### config.mk
export PLATFORM = sky130hd
export DESIGN_NAME = key_controller
export DESIGN_NICKNAME = d
export VERILOG_FILES = /design/src/rtl/key_controller.sv
export SDC_FILE = /design/constraint.sdc
export NUM_CORES = 1
export LEC_CHECK = 0
export CORE_AREA = 2 2 93 95
export DETAILED_ROUTE_END_ITERATION = 8
export DIE_AREA = 0 0 95 97
export PLACE_DENSITY_LB_ADDON = 0.1
export SKIP_LAST_GASP = 1
export SYNTH_ARGS = -nofsm -noshare
export SYNTH_HDL_FRONTEND = slang
export SYNTH_SLANG_ARGS = --single-unit
### constraint.sdc
create_clock -name clk -period 2.4 [get_ports clk]
set_input_delay 0.48 -clock clk [delete_from_list [all_inputs] [get_ports clk]]
set_output_delay 0.48 -clock clk [all_outputs]
set_load 0.02 [all_outputs]
### src/rtl/key_controller.sv
// key_controller: sequencing controller for the 32-bit password register.
//
// Collects keypad digits into a 32-bit entry shift register and compares them
// against the stored password. A match opens the lock for UNLOCK_CYCLES cycles.
// While the lock is open a new password can be entered, and it is written to the
// register with a two-cycle write handshake.
//
// Optional feature (macro KEY_CTRL_LOCKOUT_EN): counts consecutive rejected codes.
// After MAX_FAIL of them the controller enters a LOCKOUT of LOCKOUT_CYCLES cycles.
// Without the macro, a rejected code always returns to idle and locked_out is 0.
//
// Ports:
//   clk, rst_n           clock (rising edge), asynchronous active-low reset
//   digit_valid, digit   keypad digit strobe and 4-bit value
//   enter, cancel        submit / abort strobes (cancel > enter > digit)
//   change_req           password change request, honoured only while open
//   keyPass              stored password read back from the register
//   keyEnable            register enable (check and write phases)
//   readKey              1 = read, 0 = write-enable
//   keyBuffer            new password driven to the register
//   unlocked             lock open
//   locked_out           lockout active
//   fail_pulse           one-cycle pulse on a rejected code
//   busy                 controller not idle
// All outputs are registered.
module key_controller #(
  parameter int unsigned DIGITS         = 8,
  parameter int unsigned MAX_FAIL       = 3,
  parameter int unsigned UNLOCK_CYCLES  = 256,
  parameter int unsigned LOCKOUT_CYCLES = 1024
) (
  input  logic        clk,
  input  logic        rst_n,
  input  logic        digit_valid,
  input  logic [3:0]  digit,
  input  logic        enter,
  input  logic        cancel,
  input  logic        change_req,
  input  logic [31:0] keyPass,
  output logic        keyEnable,
  output logic        readKey,
  output logic [31:0] keyBuffer,
  output logic        unlocked,
  output logic        locked_out,
  output logic        fail_pulse,
  output logic        busy
);

  localparam logic [2:0] StIdle     = 3'd0;
  localparam logic [2:0] StEntry    = 3'd1;
  localparam logic [2:0] StCheck    = 3'd2;
  localparam logic [2:0] StOpen     = 3'd3;
  localparam logic [2:0] StNewEntry = 3'd4;
  localparam logic [2:0] StWrArm    = 3'd5;
  localparam logic [2:0] StWrData   = 3'd6;
  localparam logic [2:0] StLockout  = 3'd7;

  localparam int unsigned CntW = $clog2(DIGITS + 1);
  localparam logic [CntW-1:0] CntFull = CntW'(DIGITS);

  // One timer serves both OPEN and LOCKOUT, so size it for the longer of the two.
  localparam int unsigned TmrMax = (LOCKOUT_CYCLES > UNLOCK_CYCLES) ? LOCKOUT_CYCLES
                                                                    : UNLOCK_CYCLES;
  localparam int unsigned TmrW = (TmrMax > 2) ? $clog2(TmrMax) : 1;
  // Loaded with N-1 so the state lasts exactly N cycles (leaves when the timer reads 0).
  localparam logic [TmrW-1:0] UnlockLoad = TmrW'(UNLOCK_CYCLES - 1);

  logic [2:0]      state_q, state_d;
  logic [31:0]     entry_q, entry_d;
  logic [CntW-1:0] cnt_q, cnt_d;
  logic [TmrW-1:0] tmr_q, tmr_d;
  logic            pulse_d;
  logic            take_digit;
  logic            code_match;

  logic            key_enable_q;
  logic            read_key_q;
  logic [31:0]     key_buffer_q;
  logic            unlocked_q;
  logic            fail_pulse_q;
  logic            busy_q;

`ifdef KEY_CTRL_LOCKOUT_EN
  localparam int unsigned FailW = $clog2(MAX_FAIL + 1);
  localparam logic [FailW-1:0] FailMax = FailW'(MAX_FAIL);
  localparam logic [TmrW-1:0] LockLoad = TmrW'(LOCKOUT_CYCLES - 1);

  logic [FailW-1:0] fail_cnt_q, fail_cnt_d;
  logic             locked_out_q;
`else
  // MAX_FAIL only matters when the lockout feature is built.
  logic unused_max_fail;
  assign unused_max_fail = (MAX_FAIL != 0);
`endif

  assign code_match = (cnt_q == CntFull) && (entry_q == keyPass);

  always_comb begin
    state_d    = state_q;
    entry_d    = entry_q;
    cnt_d      = cnt_q;
    tmr_d      = (tmr_q != '0) ? tmr_q - 1'b1 : tmr_q;
    pulse_d    = 1'b0;
    take_digit = 1'b0;
`ifdef KEY_CTRL_LOCKOUT_EN
    fail_cnt_d = fail_cnt_q;
`endif

    case (state_q)
      StIdle: begin
        if (digit_valid) begin
          take_digit = 1'b1;
          state_d    = StEntry;
        end
      end
      StEntry: begin
        if (cancel) begin
          state_d = StIdle;
        end else if (enter) begin
          state_d = StCheck;
        end else if (digit_valid) begin
          take_digit = 1'b1;
        end
      end
      StCheck: begin
        if (code_match) begin
          state_d = StOpen;
          tmr_d   = UnlockLoad;
`ifdef KEY_CTRL_LOCKOUT_EN
          fail_cnt_d = '0;
`endif
        end else begin
          pulse_d = 1'b1;
          state_d = StIdle;
`ifdef KEY_CTRL_LOCKOUT_EN
          fail_cnt_d = fail_cnt_q + 1'b1;
          if (fail_cnt_d >= FailMax) begin
            state_d = StLockout;
            tmr_d   = LockLoad;
          end
`endif
        end
      end
      StOpen: begin
        if (cancel || (tmr_q == '0)) begin
          state_d = StIdle;
        end else if (change_req) begin
          state_d = StNewEntry;
        end
      end
      StNewEntry: begin
        if (cancel) begin
          state_d = StOpen;
        end else if (enter) begin
          if (cnt_q == CntFull) begin
            state_d = StWrArm;
          end else begin
            // Short new password: reject, timer keeps running.
            pulse_d = 1'b1;
            state_d = StOpen;
          end
        end else if (digit_valid) begin
          take_digit = 1'b1;
        end
      end
      StWrArm:  state_d = StWrData;
      StWrData: state_d = StIdle;
      StLockout: begin
`ifdef KEY_CTRL_LOCKOUT_EN
        if (tmr_q == '0) begin
          state_d    = StIdle;
          fail_cnt_d = '0;
        end
`else
        state_d = StIdle;
`endif
      end
      default: state_d = StIdle;
    endcase

    if (take_digit && (cnt_q != CntFull)) begin
      entry_d = {entry_q[27:0], digit};
      cnt_d   = cnt_q + 1'b1;
    end

    // Entering IDLE, OPEN or NEW_ENTRY starts a fresh code.
    if ((state_d != state_q) &&
        ((state_d == StIdle) || (state_d == StOpen) || (state_d == StNewEntry))) begin
      entry_d = '0;
      cnt_d   = '0;
    end
  end

  always_ff @(posedge clk or negedge rst_n) begin
    if (!rst_n) begin
      state_q <= StIdle;
      entry_q <= '0;
      cnt_q   <= '0;
      tmr_q   <= '0;
    end else begin
      state_q <= state_d;
      entry_q <= entry_d;
      cnt_q   <= cnt_d;
      tmr_q   <= tmr_d;
    end
  end

  // Outputs are registered from the next state so they line up with state_q.
  always_ff @(posedge clk or negedge rst_n) begin
    if (!rst_n) begin
      key_enable_q <= 1'b0;
      read_key_q   <= 1'b1;
      key_buffer_q <= '0;
      unlocked_q   <= 1'b0;
      fail_pulse_q <= 1'b0;
      busy_q       <= 1'b0;
    end else begin
      key_enable_q <= (state_d == StCheck) || (state_d == StWrArm) || (state_d == StWrData);
      // Write-enable spans WR_ARM and WR_DATA; keyBuffer only changes in WR_DATA.
      read_key_q   <= !((state_d == StWrArm) || (state_d == StWrData));
      if (state_d == StWrData) begin
        key_buffer_q <= entry_q;
      end
      unlocked_q   <= (state_d == StOpen) || (state_d == StNewEntry);
      fail_pulse_q <= pulse_d;
      busy_q       <= (state_d != StIdle);
    end
  end

`ifdef KEY_CTRL_LOCKOUT_EN
  always_ff @(posedge clk or negedge rst_n) begin
    if (!rst_n) begin
      fail_cnt_q   <= '0;
      locked_out_q <= 1'b0;
    end else begin
      fail_cnt_q   <= fail_cnt_d;
      locked_out_q <= (state_d == StLockout);
    end
  end

  assign locked_out = locked_out_q;
`else
  assign locked_out = 1'b0;
`endif

  assign keyEnable  = key_enable_q;
  assign readKey    = read_key_q;
  assign keyBuffer  = key_buffer_q;
  assign unlocked   = unlocked_q;
  assign fail_pulse = fail_pulse_q;
  assign busy       = busy_q;

endmodule

# Word-level counts from Yosys, hierarchy flattened
# Index checks and enable logic that the tools add are counted.
[classes]
add_sub_neg = 2
eq_ne = 16
mux = 26
n_reduce_logical = 19
[op_table]
columns = ["operator", "count"]
rows = [
  ["32-bit 2-to-1 mux", 2],
  ["32-bit equality test", 1],
  ["10-bit 2-to-1 mux", 3],
  ["3-bit 2-to-1 mux", 8],
  ["3-bit equality test (second input constant)", 7],
  ["3-bit one-hot mux with 7 select lines", 1],
  ["3-bit by 2-bit equality test with 1-bit output (second input constant)", 4],
  ["10-bit zero test", 1],
  ["10-bit nonzero test", 1],
  ["10-bit by 1-bit subtractor with 10-bit output (second input constant)", 1],
  ["4-bit 2-to-1 mux", 2],
  ["1-bit logical OR", 7],
  ["1-bit 2-to-1 mux", 7],
  ["3-bit zero test", 2],
  ["4-bit by 1-bit adder with 4-bit output (second input constant)", 1],
  ["4-bit equality test (second input constant)", 1],
  ["4-bit inequality test (second input constant)", 1],
  ["1-bit one-hot mux with 2 select lines", 2],
  ["2-bit OR reduction", 2],
  ["3-bit by 1-bit equality test with 1-bit output (second input constant)", 1],
  ["1-bit logical AND", 3],
  ["3-bit inequality test", 1],
  ["3-bit nonzero test", 1],
  ["2-bit 2-to-1 mux", 1],
  ["2 further kinds", 2],
]
[word_totals]
regBits = 86
wordCells = 73

# Logic depth before layout (Yosys ltp)
# Gate-level depths: netlist of the first run.
[depth]
ltp_word = 10
mapped_depth = 8
depth_no_buf = 7

# Least setup slack after synthesis of the first run
# No wires, ideal clock.
[synth_timing]
path_kind = "register to register"
startpoint = "register cnt_q[0]"
endpoint = "register busy_q, in the netlist busy"
setup_ns = 0.070
t_arrival_ns = 1.618
setup_slack_ns = 0.713
stages_incl_launch_ff = 9
n_path_buf = 1
cell_sequence = "dfrtp_1 inv_1 ha_1 nand3b_4 nor4_1 and3_1 nand4_1 buf_2 nand3_1"
[synth_via]
elab_chain_len = 6
elab_cells_between_ends = 8
classes_between = "eq/ne (1); mux (5); reduce/logical (2)"
[synth_lines]
columns = ["element", "line", "text"]
rows = [
  ["start: declaration", "70", "logic [CntW-1:0] cnt_q, cnt_d;"],
  ["start signal: assignment", "203", "cnt_q <= cnt_d;"],
  ["4-bit equality test *", "96, 155", ""],
  ["3-bit 2-to-1 mux", "155", "if (cnt_q == CntFull) begin"],
  ["3-bit 2-to-1 mux", "154", "end else if (enter) begin"],
  ["3-bit 2-to-1 mux", "152", "if (cancel) begin"],
  ["3-bit one-hot mux with 7 select lines *", "109", "case (state_q)"],
  ["3-bit nonzero test *", "226", "busy_q <= (state_d != StIdle);"],
  ["end signal: assignment", "226", ""],
  ["end: declaration", "81", "logic busy_q;"],
]
# Mark *: on every way between the ends. The rest lies on a longest branch, timed or not.
# A chain may end at the register's enable or synchronous reset.

# Final worst setup path of the first run
[layout_timing]
startpoint = "register read_key_q, in the netlist readKey"
endpoint = "output readKey"
[layout_lines]
columns = ["element", "line", "text"]
rows = [
  ["start: declaration", "77", "logic read_key_q;"],
  ["start signal: assignment", "220", "read_key_q <= !((state_d == StWrArm) || (state_d == StWrData));"],
  ["end: declaration", "41", "output logic readKey,"],
]
# No word-level cell between the ends.

==> impl_results.md, run 1 <==
- Status: complete, no violations
- Worst setup path end: readKey
- Largest net degree at the start of global routing: 46
- Commonest non-fill, non-tap cells in the layout: 85 x dfrtp_1, 77 x clkdlybuf4s50_1, 46 x nor2_1
- Post-synthesis cell type count: 45
- Yosys top cell by area: dfrtp_1
- Final std cells w/o fill: 541
- Pwr dens: 822 mW/mm^2
- RSZ-0062 raised after global routing: false
- Crit-path cells: clkdlybuf4s50_1
- EDFF count, synth: 0
- First-pass GRT wire length: 15000 um
- Slew HR: 62.0%
- Vias in the first global route: 2901
- Fin Setup TNS: 0 ns
- Synth Instances: 348
- RR Endpoint: readKey$_DFF_PN1_
- Total Nets Final: 477
- Root Driver: clkbuf_8
- Initial antenna violation count: 0
- FFs w/ async S/R, synth: 100%
- Fin Hold WS: 0.106 ns
- Setup ws final: 0.431 ns
- # setup viols final: 0
- DRC viols: 0
- Vias per std cell: 5.18
- Clock buffer count from CTS: 9
- Register-to-register setup slack: 0.57 ns
- Routed WL per cell: 16.4 um
- CP bufs+invs: 1
- Area growth from synthesis to layout: 27.5%
- Clk_lat worst skew: 0.36 ns
- Cell family with most CP delay: buffers and inverters
- R2R cell count: 8
- Top-area cell type share of the netlist area: 51.6%
- Final-report max-slew violation count: 0
- Synthesized area: 0.00412 sq mm
- Placeable core area: 0.00813 sq mm
- Crit path time final: 1.97 ns
- Critical path required time: 1.92 ns
- Max Freq: 508 MHz
- Congestion Overflow GR: 0
- WP data arrival: 1.49 ns
- CTS H-tree depth: 3
- Max IR drop VDD: 0.603 mV
- Overall via count from detail_route: 2805
- Register area share after synthesis: 52.2%
- Leading cell type in the layout, fill and taps excluded: dfrtp_1
- Placed cell areas: 0.00505 sq mm
- Final WL: 8890 um
- Crit. End Element: output pin
- Die span in y: 97 um
- CP Class: reg -> out
- Post-CTS Setup Repair Bufs: 0
- I/O pin total: 80
- Die Wd: 95 um
- CTS tree: yes
- CP Max Fanout: 1
- Max incr delay on CP: 0.60 ns
- DPL Wire Length: 6370 um
- Power Total: 4.32 mW
- Final instance area: 0.00526 sq mm
- Drt pass-1 iters: 5
- Final period utilization: 82.1%
- Slew @ Worst Pin: 0.571 ns
- Starting Density: 50.7%
- Syn Area/Cell: 11.9 sq um
- Die area: 0.00922 sq mm
- Cts hold-fix bufs: 0
- Ys flop type: dfrtp_1
- Rows: 33
- RR Startpoint: cnt_q[0]$_DFFE_PN0P_
- Placer Congestion: 0.883
- #FFs+latches synth: 86
- Antenna cells: 0
- CTS max path bufs: 2
- Cell depth of the worst setup path: 1
- CP startpoint kind: flop
- Worst-path clk slew: 0.09 ns
- Layout cells sized above 1: 16.1%
- Dpl ws: 0.140 ns
- Start point of the critical path: readKey$_DFF_PN1_
- Synthesized Nets: 393
- Final hold violations: 0
- Dpl cells: 526
- Total GRT Usage: 21.1%
- Final antenna-violating net count: 0
- Hold Path Class: in -> async
- Leading post-synthesis cells by cell area: dfrtp_1 52%, mux2_2 8.7%, mux2i_1 8.0%
- Final clock skew: 0.0107 ns
- I/O Buffers: 78
- Synth warn: 0
- Clock sinks: 86
- Violation count after the first detailed-route iteration: 120
- Post-layout util: 64.7%
- Post-cts sizing count: 0
- CP max-delay cell: clkdlybuf4s50_1
- Leakage Power: 2.54 nW
- MaxCap Viol Count: 0
==> sequential cells by signal (all words and copies together) (netlist names) <==
name and cells:
unlocked 1, fail_pulse 1, keyBuffer 32, state_q 3
cnt_q 4, keyEnable 1, busy 1, entry_q 32
readKey 1, tmr_q 10
==> power breakdown <==
group          internal (mW)  leakage [nW]  switching (mW)
Sequential              1.65          1.16           0.211
Clock                  0.584        0.0990           0.512
Combinational          0.699          1.29           0.667
==> routing by layer <==
metal	global-route usage [%]	up-vias	part of all wire [%]
li1	-	1346	-
met1	30.6	1382	47
met2	32.1	66	47
met3	4.52	11	4.2
met4	6.13	0	1.4
met5	0	-	0
==> cell usage after synthesis, types with 2 or more instances <==
master,number
xnor2_1,26
inv_1,10
o21ai_0,5
nor4_1,3
buf_4,4
xor2_1,16
nor2_1,46
buf_6,5
nor3_1,5
nor2b_1,2
nand4b_1,2
ha_1,3
mux2i_1,33
mux2_2,32
nand2_1,15
buf_2,7
dfrtp_1,85
nand4_1,7
and2_1,4
a21oi_1,5
nand3_1,9
==> worst min-delay path by stage <==
stage                                      endpoint  slack (ns)
after global routing             tmr_q[6]$_DFF_PN0_        0.15
after global placement    keyBuffer[27]$_DFFE_PN0N_        0.49
after detailed placement  keyBuffer[20]$_DFFE_PN0N_        0.50
final                            tmr_q[6]$_DFF_PN0_        0.11
after CTS                        tmr_q[7]$_DFF_PN0_        0.12
after floorplan                      busy$_DFF_PN0_        0.18
==> cells by family after synthesis <==
group | Yosys count | share of synthesized area [%]
mux | 65 | 16.7
xor+xnor | 42 | 8.92
buf+inv | 27 | 3.97
compound gates | 21 | 3.94
simple gates | 103 | 13.2
flops | 86 | 52.2
fa+ha+maj | 3 | 0.910
other cells | 1 | 0.0909
==> layout make-up <==
cell class / instances / area, sq um
Clock buffer: 10 / 128
Clock inverter: 5 / 83.8
Fill cell: 677 / 2880
Inverter: 10 / 37.5
Multi-Input combinational cell: 235 / 1810
Sequential cell: 86 / 2150
Tap cell: 105 / 131
Timing Repair Buffer: 90 / 918
(Power assumes the default switching activity.)
==> run 2: changes to the inputs <==
==> constraint.sdc (replaced) <==
create_clock -name clk -period 2.1 [get_ports clk]
set_input_delay 0.42 -clock clk [delete_from_list [all_inputs] [get_ports clk]]
set_output_delay 0.42 -clock clk [all_outputs]
set_load 0.02 [all_outputs]
==> impl_results.md, run 2 (synthesized netlist as in run 1, its figures left out) <==
- Most Crowded Layer GR: met2 (unchanged)
- Overall via count from detail_route: 2855 (was 2805)
- Leading cell type in the layout, fill and taps excluded: dfrtp_1 (unchanged)
- CP bufs+invs: 1 (unchanged)
- Crit path time final: 1.89 ns
- Placed cell areas: 0.00512 sq mm (was 0.00505 sq mm)
- Met2 GRT Util: 31.8% (was 32.1%)
- # setup viols final: 0 (unchanged)
- Area growth from synthesis to layout: 28.8% (was 27.5%)
- CP Class: reg -> out (unchanged)
- Placeable core area: 0.00813 sq mm (unchanged)
- Congestion Overflow GR: 0 (unchanged)
- CTS H-tree depth: 3 (unchanged)
- Pwr dens: 900 mW/mm^2 (was 822 mW/mm^2)
- WP data arrival: 1.47 ns (was 1.49 ns)
- Crit-path cells: clkdlybuf4s50_1 (unchanged)
- Layout cells sized above 1: 17.3% (was 16.1%)
- Die Wd: 95 um (unchanged)
- Final hold violations: 0 (unchanged)
- Power Total: 4.78 mW (was 4.32 mW)
- Final clock skew: 0.00650 ns (was 0.0107 ns)
- Violation count after the first detailed-route iteration: 142 (was 120)
- CP startpoint kind: flop (unchanged)
- Post-cts sizing count: 0 (unchanged)
- Vias in the first global route: 2931 (was 2901)
- M3 GR Usage: 3.12% (was 4.52%)
- I/O pin total: 80 (unchanged)
- CP Max Fanout: 1 (unchanged)
- Starting Density: 50.7% (unchanged)
- DPL Wire Length: 6620 um (was 6370 um)
- Final instance area: 0.00531 sq mm (was 0.00526 sq mm)
- Met1 Use GR: 30.9% (was 30.6%)
- RSZ-0062 raised after global routing: false (unchanged)
- Leakage Power: 2.58 nW (was 2.54 nW)
- Clock buffer count from CTS: 9 (unchanged)
- Total GRT Usage: 20.9% (was 21.1%)
- Dpl ws: -0.0931 ns (was 0.140 ns)
- Placer Congestion: 0.931 (was 0.883)
- Cell family with most CP delay: buffers and inverters (unchanged)
- Rows: 33 (unchanged)
- Largest net degree at the start of global routing: 32 (was 46)
- CP max-delay cell: clkdlybuf4s50_1 (unchanged)
- First-pass GRT wire length: 14900 um (was 15000 um)
- MaxCap Viol Count: 0 (unchanged)
- Root Driver: clkbuf_8 (unchanged)
- Routed WL per cell: 16.3 um (was 16.4 um)
- Status: complete, no violations (unchanged)
- Die span in y: 97 um (unchanged)
- CTS max path bufs: 2 (unchanged)
- Setup ws final: 0.208 ns (was 0.431 ns)
- Initial antenna violation count: 0 (unchanged)
- Hold Path Class: reg -> reg (was in -> async)
- Total Nets Final: 485 (was 477)
- Vias per std cell: 5.20 (was 5.18)
- Antenna cells: 0 (unchanged)
- Final-report max-slew violation count: 0 (unchanged)
- Final period utilization: 90.1%
- Critical path required time: 1.68 ns (was 1.92 ns)
- Area occupied by multi-input gates: 0.00181 sq mm (unchanged)
- Clock sinks: 86 (unchanged)
- Max IR drop VDD: 0.648 mV (was 0.603 mV)
- Crit. End Element: output pin (unchanged)
- Max Freq: 529 MHz
- Clk_lat worst skew: 0.34 ns (was 0.36 ns)
- Final antenna-violating net count: 0 (unchanged)
- Commonest non-fill, non-tap cells in the layout: 85 x dfrtp_1, 77 x clkdlybuf4s50_1, 46 x nor2_1 (unchanged)
- CTS tree: yes (unchanged)
- Die area: 0.00922 sq mm (unchanged)
- Final WL: 8930 um (was 8890 um)
- I/O Buffers: 78 (unchanged)
- Drt pass-1 iters: 4 (was 5)
- Worst-path clk slew: 0.08 ns (was 0.09 ns)
- Max incr delay on CP: 0.60 ns (about the same)
- DRC viols: 0 (unchanged)
- Register Area: 0.00215 sq mm (unchanged)
- # fillers: 649 (was 677)
run 2: worst paths after layout:
path	start	endpoint	slack (ns)	cells past startpoint
setup / recovery	readKey$_DFF_PN1_	readKey	0.21	1
hold / removal	keyBuffer[12]$_DFFE_PN0N_	keyBuffer[12]$_DFFE_PN0N_	0.51	1
setup reg to reg	tmr_q[3]$_DFF_PN0_	entry_q[21]$_DFFE_PN0P_	0.25	6
hold reg to reg	keyBuffer[12]$_DFFE_PN0N_	keyBuffer[12]$_DFFE_PN0N_	0.51	1
max in group asynchronous	rst_n	readKey$_DFF_PN1_	0.97	3
min in group asynchronous	rst_n	tmr_q[4]$_DFF_PN0_	0.53	2
run 2: worst reg2reg max path, cell delays in order (launching register included):
cell and delay [ns]:
dfrtp_1 0.44, nor4_4 0.45, nand4b_4 0.20, nand3_2 0.18
o2bb2ai_4 0.19, buf_12 0.21, nor2_1 0.07
run 2: metrics by stage:
| stage | setup TNS [ns] | utilization (%) | hold WS [ns] | instances |
|---|---|---|---|---|
| after floorplan | 0 | - | 0.124 | 348 |
| after CTS | 0 | 65.3 | 0.511 | 549 |
| after global routing | 0 | 65.3 | 0.529 | 549 |
| after global placement | -0.431 | 63.0 | 0.369 | 533 |
| final | 0 | 65.3 | 0.508 | 549 |
| after detailed placement | -0.787 | 63.0 | 0.371 | 533 |
run 2: repair_timing:
action,4_1_cts,5_1_grt
buffers inserted,0,0
endpoints found under the hold margin,24,0
setup endpoints to repair,0,0
hold buffers,1,0
run 2: final cells by class:
class,count,area share (%)
Sequential cell,86,40.6
Clock inverter,3,0.377
Clock buffer,12,2.92
Tap cell,105,2.47
Multi-Input combinational cell,235,34.0
Inverter,10,0.707
Timing Repair Buffer,98,18.9
run 2: metal layers:
layer,routed length [um],vias up
met1,4160,1405
met4,26,0
li1,-,1370
met2,4350,78
met3,395,2
met5,0,-
run 2: power by group:
group	switching, mW	leakage, nW	internal [mW]	total [mW]
logic	0.776	1.34	0.820	1.60
registers	0.247	1.16	1.88	2.13
clock network	0.564	0.0845	0.487	1.05
==> run 3: changes to the inputs <==
==> constraint.sdc (replaced) <==
create_clock -name clk -period 2.4 [get_ports clk]
set_input_delay 0.48 -clock clk [delete_from_list [all_inputs] [get_ports clk]]
set_output_delay 0.48 -clock clk [all_outputs]
set_load 0.02 [all_outputs]
==> results of run 3 <==
The final DEF is identical to that of run 1; final timing and power are the same.
